==> config.mk <==
export PLATFORM = sky130hd
export DESIGN_NAME = fp_sub_seq
export DESIGN_NICKNAME = d
export VERILOG_FILES = /design/src/rtl/fp_sub_seq.sv
export SDC_FILE = /design/constraint.sdc
export NUM_CORES = 1
export LEC_CHECK = 0
export BUFFER_PORTS_ARGS = -buffer_cell sky130_fd_sc_hd__buf_2
export CAP_MARGIN = 20
export CORE_MARGIN = 2
export CORE_UTILIZATION = 49
export DETAILED_ROUTE_END_ITERATION = 10
export PLACE_DENSITY = 0.69
export SYNTH_ARGS = -nofsm -noshare
export SYNTH_HDL_FRONTEND = slang
export SYNTH_SLANG_ARGS = --single-unit
==> constraint.sdc <==
create_clock -name clk -period 6.95 [get_ports clk]
set_input_delay 1.39 -clock clk [delete_from_list [all_inputs] [get_ports clk]]
set_output_delay 1.39 -clock clk [all_outputs]
set_load 0.05 [all_outputs]
==> src/rtl/fp_sub_seq.sv <==
// Sequential single-precision subtractor: result = a - b, truncating, with
// a five-state control path (IDLE, ALIGN, ADD, NORM, DONE) and valid/ready handshakes.
module fp_sub_seq (
    input  logic        clk,
    input  logic        rst_n,
    input  logic        in_valid,
    output logic        in_ready,
    input  logic [31:0] a,
    input  logic [31:0] b,
    output logic        out_valid,
    input  logic        out_ready,
    output logic [31:0] result,
    output logic        ovf,
    output logic        zero
);

    localparam logic [2:0] IDLE  = 3'd0;
    localparam logic [2:0] ALIGN = 3'd1;
    localparam logic [2:0] ADD   = 3'd2;
    localparam logic [2:0] NORM  = 3'd3;
    localparam logic [2:0] DONE  = 3'd4;

    logic [2:0]  state;
    logic [31:0] a_r, b_r;
    logic        sign_r, sub_r, nan_r, ovf_p_r, negz_r;
    logic [7:0]  exp_r;
    logic [23:0] sig_r, sml_r;
    logic [31:0] result_r;
    logic        ovf_r, zero_r;

    // Operand decode and alignment, consumed in ALIGN.
    logic        sa, sb, a_big;
    logic [7:0]  ea, eb, e_big, e_sml, diff;
    logic [22:0] fa, fb;
    logic [23:0] siga, sigb, sig_big, sig_sml, sml_shift;
    logic [24:0] sum;
    logic [7:0]  exp_inc;

    // NOTE: every variable assigned in always_comb gets a value on every path,
    // so no latch is inferred.
    always_comb begin
        sa        = a_r[31];
        sb        = ~b_r[31];
        ea        = a_r[30:23];
        eb        = b_r[30:23];
        fa        = a_r[22:0];
        fb        = b_r[22:0];
        siga      = (ea == 8'd0) ? 24'd0 : {1'b1, fa};
        sigb      = (eb == 8'd0) ? 24'd0 : {1'b1, fb};
        a_big     = ({ea, fa} >= {eb, fb});
        e_big     = a_big ? ea : eb;
        e_sml     = a_big ? eb : ea;
        sig_big   = a_big ? siga : sigb;
        sig_sml   = a_big ? sigb : siga;
        diff      = e_big - e_sml;
        sml_shift = (diff >= 8'd25) ? 24'd0 : (sig_sml >> diff);
        sum       = sub_r ? ({1'b0, sig_r} - {1'b0, sml_r})
                          : ({1'b0, sig_r} + {1'b0, sml_r});
        exp_inc   = exp_r + 8'd1;
    end

    // NOTE: state is updated with non-blocking assignments only, so every
    // register samples the pre-edge value of every other register.
    // NOTE: datapath registers are reset alongside the control state so that
    // an abort leaves no stale result visible.
    always_ff @(posedge clk or negedge rst_n) begin
        if (!rst_n) begin
            state    <= IDLE;
            a_r      <= 32'd0;
            b_r      <= 32'd0;
            sign_r   <= 1'b0;
            sub_r    <= 1'b0;
            nan_r    <= 1'b0;
            ovf_p_r  <= 1'b0;
            negz_r   <= 1'b0;
            exp_r    <= 8'd0;
            sig_r    <= 24'd0;
            sml_r    <= 24'd0;
            result_r <= 32'd0;
            ovf_r    <= 1'b0;
            zero_r   <= 1'b0;
        end else begin
            case (state)
                IDLE: begin
                    if (in_valid) begin
                        a_r   <= a;
                        b_r   <= b;
                        state <= ALIGN;
                    end
                end
                ALIGN: begin
                    sign_r  <= a_big ? sa : sb;
                    sub_r   <= sa ^ sb;
                    nan_r   <= (ea == 8'hFF) || (eb == 8'hFF);
                    negz_r  <= (ea == 8'd0) && (eb == 8'd0) && sa && sb;
                    exp_r   <= e_big;
                    sig_r   <= sig_big;
                    sml_r   <= sml_shift;
                    state   <= ADD;
                end
                ADD: begin
                    if (sum[24]) begin
                        sig_r <= sum[24:1];
                        exp_r <= exp_inc;
                    end else begin
                        sig_r <= sum[23:0];
                    end
                    ovf_p_r <= sum[24] && (exp_inc == 8'hFF);
                    state   <= NORM;
                end
                NORM: begin
                    // Priority: special operand, overflow, zero, normalised, underflow, shift.
                    if (nan_r) begin
                        result_r <= 32'h7FC0_0000;
                        ovf_r    <= 1'b0;
                        zero_r   <= 1'b0;
                        state    <= DONE;
                    end else if (ovf_p_r) begin
                        result_r <= {sign_r, 8'hFF, 23'd0};
                        ovf_r    <= 1'b1;
                        zero_r   <= 1'b0;
                        state    <= DONE;
                    end else if (sig_r == 24'd0) begin
                        result_r <= negz_r ? 32'h8000_0000 : 32'h0000_0000;
                        ovf_r    <= 1'b0;
                        zero_r   <= 1'b1;
                        state    <= DONE;
                    end else if (sig_r[23]) begin
                        result_r <= {sign_r, exp_r, sig_r[22:0]};
                        ovf_r    <= 1'b0;
                        zero_r   <= 1'b0;
                        state    <= DONE;
                    end else if (exp_r == 8'd1) begin
                        result_r <= 32'h0000_0000;
                        ovf_r    <= 1'b0;
                        zero_r   <= 1'b1;
                        state    <= DONE;
                    end else begin
                        sig_r <= {sig_r[22:0], 1'b0};
                        exp_r <= exp_r - 8'd1;
                    end
                end
                DONE: begin
                    if (out_ready) state <= IDLE;
                end
                default: state <= IDLE;
            endcase
        end
    end

    assign in_ready  = (state == IDLE);
    assign out_valid = (state == DONE);
    assign result    = result_r;
    assign ovf       = ovf_r;
    assign zero      = zero_r;

endmodule
==> run_results.csv, run 1 <==
group,metric,value,unit
outcome,run_status,"complete, no violations",
floorplan,y_dimension_of_the_die,161,µm
global_routing,grt_start_max_net_pins,97,
route,via_count,10900,
sta,slew_headroom,0.304,
global_routing,global_route.usage.total,0.280,
floorplan,chipWidth,161,µm
synth,fraction_of_registers_with_async_set_or_reset_after_synthesis,1.00,
critical_path,crit_required,7.29,ns
critical_path,worstPathCellList,"or4_1 > nor4_2 > nor4b_2 > nand2_1 > nor3_1 > nor2_1 > xnor2_1 > ha_1 > nand4_1 > or3_1 > o211ai_1 > o311ai_2 > a21oi_2 > xnor2_2 > buf_4 > o21ai_1 > a21oi_1 > o22a_1",
placement,finalWeightedCongestion,0.926,
critical_path,worstRegToRegCells,18,
clocking,cts_resized,0,
clocking,clock_tree.root_cell,"clkbuf_16",
critical_path,timing.critical_path.slowest_cell_delay,0.79,ns
clocking,clock_insertion_delay_worst_skew,0.45,ns
clocking,tritoncts_num_sinks,162,
synth,synth.top_cells.by_area,"dfrtp_1 34%, ha_1 6.3%, nand2_1 5.7%",
final_layout,syn2layout_area_growth,10.9,%
sta,fin_crit_share,0.824,
sta,final.setup_skew,0.00938,ns
clocking,cts_setup_buffers,0,
synth,ys_types,83,
synth,synth-warning-count,0,
final_layout,antenna-diode-count,0,
synth,synth-seq-cells,162,
route,routed_wire_length_per_instance,20.3,µm
sta,worstMarginPinSlew,1.04,ns
clocking,tritoncts.num_buffers,17,
clocking,clock_tree.htree_level_count,4,
synth,synthesis.instances,1354,
critical_path,setup.worst_path.start_class,"flop",
floorplan,start_util,0.496,
floorplan,boundaryPins,104,
hold_path,hold_path_class,"reg -> reg",
critical_path,cp.arrival,6.07,ns
synth,combined_area_of_all_synthesized_cells,0.0120,mm²
clocking,clk_path_buf_depth,2,
floorplan,design.die.area,0.0258,mm²
critical_path,worst_path_maximum_fanout,16,
sta,setup-tns-final,0,ns
route,postRouteWirelength,35600,µm
synth,synth-edff-count,0,
sta,post-route-min-period,5.73,ns
clocking,cts_hold_buf,0,
floorplan,placeableCoreArea,0.0242,mm²
synth,syn-num-nets,1484,
synth,synth-seq-area-share,0.337,
route,drt_pre_antenna_iters,5,
final_layout,final_cell_count_no_fill,1751,
critical_path,cp_slowest_cell,"o21ai_1",
placement,dp_hpwl,26700,µm
placement,post-place-cells,1719,
sta,timing_hold_violations_final,0,
critical_path,setup.reg_to_reg.worst_slack,1.22,ns
run,maxCapViolations,0,
route,drc_errors,0,
floorplan,count_of_standard_cell_rows,57,
synth,share_of_the_synthesized_area_in_the_top_cell_type,0.337,
sta,grt_setup_unrepaired,"false",
synth,synth_top_cell_by_area,"dfrtp_1",
route,route.antenna.remaining_nets,0,
route,routed_via_density,6.21,
global_routing,grt_antenna_before_repair,0,
placement,buffer_ports.inserted,103,
critical_path,kind_of_end_point_of_the_critical_path,"flop",
global_routing,grt-ovfl-total,0,
sta,achievable-frequency,0.175,GHz
hold_path,worst_hold_path.num_cells,2,
global_routing,via_count_of_the_first_global_routing_pass,10300,
final_layout,post_route_cells_drive_above_1_share,0.174,
route,detailedRoute.firstIterationViolations,1121,
global_routing,grt_first_pass_wirelength,57100,µm
final_layout,finish.net_count,1544,
synth,synthFlopType,"dfrtp_1",
sta,setup-violations-final,0,
clocking,tritoncts,"built",
synth,synthesis.area_per_instance,8.89,µm²
clocking,clk_transition_reported_paths,0.08,ns
critical_path,critPathKind,"reg -> reg",
sta,slew_viol_final,0,
## worst paths after layout
check                                          start                    end
worst min register to register       ovf$_DFFE_PN0P_        ovf$_DFFE_PN0P_
max in group asynchronous                      rst_n  sig_r[19]$_DFFE_PN0P_
worst max register to register  sml_r[4]$_DFFE_PN0P_   exp_r[2]$_DFFE_PN0P_
min in group asynchronous                      rst_n     a_r[1]$_DFFE_PN0P_
worst min-delay path                 ovf$_DFFE_PN0P_        ovf$_DFFE_PN0P_
worst max-delay path            sml_r[4]$_DFFE_PN0P_   exp_r[2]$_DFFE_PN0P_
## worst max-delay path: cells and delay by family, from the launching register on
kind | cells | cell delay, ns
adders and majority gates | 1 | 0.39
xor gates and xnor gates | 2 | 0.24
and+or+nand+nor | 8 | 2.50
buffers and inverters | 1 | 0.22
AOI/OAI and AO/OA | 6 | 1.85
DFF | 1 | 0.41
## cell families (layout without fill, tap and decap cells)
family	after synthesis	after routing	share of synthesized area
xor gates and xnor gates	55	55	0.0406
buffers and inverters	141	214	0.0503
and+or+nand+nor	404	404	0.153
AOI/OAI and AO/OA	409	409	0.230
muxes	121	121	0.124
DFF	162	162	0.337
adders and majority gates	62	62	0.0651
## synth_stat cells (all sizes together), types with 22 or more instances
| master | count |
|---|---|
| nor3 | 30 |
| nand2 | 183 |
| clkbuf | 53 |
| a22o | 23 |
| mux2 | 48 |
| buf | 29 |
| dfrtp | 162 |
| xnor2 | 37 |
| a21oi | 99 |
| ha | 61 |
| inv | 58 |
| a211oi | 22 |
| mux2i | 56 |
| nor2 | 93 |
| o21ai | 104 |
## sequential cells by signal (all words and copies together), names as in the netlist
register and count:
a_r 32, b_r 32, result 32, sig_r 24
sml_r 24, exp_r 8, state 3, nan_r 1
negz_r 1, ovf 1, ovf_p_r 1, sign_r 1
sub_r 1, zero 1
## per-stage QoR
stage / util / setup slack, ns / instance area, µm² / hold WS [ns]
after detailed placement: 0.526 / 1.29 / 12800 / 0.468
after global routing: 0.551 / 0.787 / 13400 / 0.513
after floorplan: - / 2.01 / 12000 / 0.444
after CTS: 0.551 / 1.28 / 13400 / 0.487
final: 0.551 / 1.22 / 13400 / 0.483
after global placement: 0.526 / 1.40 / 12800 / 0.461
## cell type report
type / count / area, µm²
inverters: 59 / 221
flip-flops and latches: 162 / 4050
well taps: 324 / 405
fillers: 2236 / 10900
repair buffers: 123 / 672
clock inverters: 15 / 159
clock buffers: 17 / 425
multi-input cells: 1051 / 7410
## placed cells by master (no fill, tap or decap), drive strengths merged, types with 7 or more instances in the layout
cell,instances
a32o,15
a21oi,99
nor3,30
o2bb2ai,9
o22ai,18
clkbuf,17
xor2,18
a211oi,22
or3,9
mux2,48
nor2,93
dfrtp,162
a21o,14
mux4,17
nand4,9
a2111oi,7
mux2i,56
ha,61
xnor2,37
nor4,15
a221oi,20
o31ai,7
a22o,23
nor2b,8
nand2b,12
buf,123
a31oi,15
nand2,183
nand3,13
a22oi,9
o21ai,104
inv,68
or2,7
## metal layers
layer / GRT usage / vias to the layer above / share of wire / wire [µm]
li1: - / 5105 / - / -
met1: 0.397 / 5280 / 0.45 / 16000
met2: 0.438 / 409 / 0.45 / 16100
met3: 0.0460 / 72 / 0.067 / 2390
met4: 0.0938 / 0 / 0.030 / 1080
met5: 0 / - / 0 / 0
Power of run 1 is not shown: default switching activity piles up to over one toggle a cycle in this logic, so the estimate is an artifact.
==> run 2, diff against run 1 <==
- ABC_AREA: unset -> 1
- clock period: 6.95 -> 5.4 ns (I/O delays scaled with it)
==> run_results.csv, run 2 <==
group,metric,value,unit
outcome,run_status,"complete, no violations",
sta,worst_setup_slack_after_layout,0.727,ns
synth,compound_cell_area_share_of_the_yosys_netlist,0.169,
synth,synthMostInstantiatedCell,"nand2_1",
floorplan,boundaryPins,104,
final_layout,multiInputGateArea,0.00696,mm²
floorplan,chipWidth,161,µm
clocking,tritoncts,"built",
final_layout,syn2layout_area_growth,11.1,%
route,drt_pre_antenna_iters,6,
hold_path,worst_hold_path.num_cells,2,
synth,yosys.area_share.simple,0.283,
critical_path,setup.worst_path.start_class,"flop",
synth,synthesis.instances,1704,
synth,synth.area.mux_share,0.0206,
clocking,clock_tree.htree_level_count,4,
route,drc_errors,0,
sta,timing_hold_violations_final,0,
route,postRouteWirelength,37000,µm
critical_path,cp.arrival,4.98,ns
floorplan,count_of_standard_cell_rows,57,
synth,fraction_of_registers_with_async_set_or_reset_after_synthesis,1.00,
clocking,cts_resized,0,
global_routing,grt_antenna_before_repair,0,
final_layout,ff_latch_area,0.00405,mm²
floorplan,y_dimension_of_the_die,161,µm
placement,dp_hpwl,27500,µm
placement,post-place-cells,2068,
critical_path,cp_slowest_cell,"dfrtp_1",
critical_path,kind_of_end_point_of_the_critical_path,"flop",
sta,post-route-min-period,4.67,ns
synth,synth_top_cell_by_area,"dfrtp_1",
final_layout,finish.net_count,1893,
global_routing,grt-ovfl-total,0,
route,detailedRoute.firstIterationViolations,1369,
sta,grt_setup_unrepaired,"false",
critical_path,timing.critical_path.slowest_cell_delay,0.42,ns
critical_path,critPathKind,"reg -> reg",
clocking,clock_insertion_delay_worst_skew,0.45,ns
synth,ys_types,56,
sta,slew_headroom,0.383,
final_layout,post_route_cells_drive_above_1_share,0.120,
clocking,tritoncts_num_sinks,162,
sta,worstMarginPinSlew,0.926,ns
synth,share_of_the_synthesized_area_in_the_top_cell_type,0.336,
final_layout,most-common-layout-cells,"402 x nand2_1, 173 x inv_1, 167 x a21oi_1",
synth,synthesis.area_per_instance,7.07,µm²
route,routed_wire_length_per_instance,17.6,µm
synth,synth-edff-count,0,
clocking,cts_setup_buffers,0,
synth,post_synth_fa_ha_maj_area_fraction,0.0650,
global_routing,global_route.usage.total,0.288,
final_layout,final_cell_count_no_fill,2100,
critical_path,crit_required,5.71,ns
clocking,clk_path_buf_depth,2,
floorplan,design.die.area,0.0259,mm²
synth,synth-seq-cells,162,
clocking,clock_tree.root_cell,"clkbuf_16",
final_layout,most_frequent_standard_cell_in_the_layout_excluding_fill_and_tap_cells,"nand2_1",
synth,synth.top_cells.by_area,"dfrtp_1 34%, nand2_1 13%, a21oi_1 6.9%",
placement,finalWeightedCongestion,0.952,
critical_path,cell_type_with_the_highest_occurrence_count_on_the_critical_path,"nand2_1",
clocking,tritoncts.num_buffers,17,
placement,post-place-ws,0.801,ns
synth,synthFlopType,"dfrtp_1",
synth,combined_area_of_all_synthesized_cells,0.0121,mm²
route,routed_via_density,5.76,
hold_path,hold_path_class,"reg -> reg",
sta,final.setup_skew,0.0168,ns
floorplan,placeableCoreArea,0.0242,mm²
run,maxCapViolations,0,
sta,setup-tns-final,0,ns
synth,synth_commonest_cells,"403 x nand2_1, 173 x inv_1, 167 x a21oi_1, 162 x dfrtp_1, 144 x nor2_1",
final_layout,antenna-diode-count,0,
sta,setup-violations-final,0,
clocking,clk_transition_reported_paths,0.08,ns
placement,buffer_ports.inserted,103,
final_layout,number_of_fillers_in_the_final_layout,2349,
critical_path,worstRegToRegCells,28,
clocking,cts_hold_buf,0,
synth,syn-num-nets,1834,
sta,slew_viol_final,0,
floorplan,start_util,0.497,
sta,achievable-frequency,0.214,GHz
synth,dominant_combinational_cell_family_by_area_after_synthesis,"simple AND/OR/NAND/NOR gates",
sta,fin_crit_share,0.865,
route,via_count,12100,
global_routing,grt_first_pass_wirelength,59400,µm
critical_path,worst_path_maximum_fanout,26,
synth,synth-warning-count,0,
synth,synth-seq-area-share,0.336,
synth,synth-xor-area-share,0.0392,
global_routing,via_count_of_the_first_global_routing_pass,11200,
route,route.antenna.remaining_nets,0,
global_routing,grt_start_max_net_pins,85,
-- run 2: logic make-up (layout without fill, tap and decap cells) --
logic type | Yosys count | in the layout
adder cells (fa/ha/maj) | 62 | 62
XOR/XNOR | 51 | 51
AO/OA/AOI/OAI | 361 | 361
buffers and inverters | 263 | 335
AND/OR/NAND/NOR | 783 | 783
flip-flops | 162 | 162
multiplexers | 22 | 22
-- run 2: critical path, delay by kind of cell (launching register included) --
kind            cells  cell delay, ns
flops               1            0.42
buf+inv             6            0.72
simple gates       13            1.45
compound gates      6            1.30
xor+xnor            1            0.18
fa+ha+maj           2            0.47
-- run 2: final timing paths --
kind | end | slack [ns] | start
max | exp_r[1]$_DFFE_PN0P_ | 0.73 | sml_r[1]$_DFFE_PN0P_
min | result[1]$_DFFE_PN0P_ | 0.48 | result[1]$_DFFE_PN0P_
max reg2reg | exp_r[1]$_DFFE_PN0P_ | 0.73 | sml_r[1]$_DFFE_PN0P_
min reg2reg | result[1]$_DFFE_PN0P_ | 0.48 | result[1]$_DFFE_PN0P_
max in group asynchronous | b_r[7]$_DFFE_PN0P_ | 3.65 | rst_n
min in group asynchronous | result[25]$_DFFE_PN0P_ | 0.69 | rst_n
-- run 2: layout make-up --
cell class	count	share of cell area
clock inverter	15	0.0150
clock buffer	17	0.0318
inverter	182	0.0510
timing repair buffer	121	0.0491
sequential	162	0.303
tap	324	0.0303
multi-input combinational	1279	0.520
-- run 2: stage by stage --
step,area (µm²),utilization,hold WS [ns]
final,13400,0.552,0.479
after global routing,13400,0.552,0.502
after CTS,13400,0.552,0.484
after detailed placement,12800,0.526,0.462
after global placement,12800,0.526,0.460
after floorplan,12100,-,0.447
-- run 2: routing by layer --
layer / vias up / track usage / routed length, µm
met1: 5616 / 0.406 / 16600
met4: 0 / 0.0970 / 1240
li1: 5875 / - / -
met2: 524 / 0.457 / 16600
met5: - / 0 / 0
met3: 88 / 0.0439 / 2540
Power of run 2 is left out for the same reason.
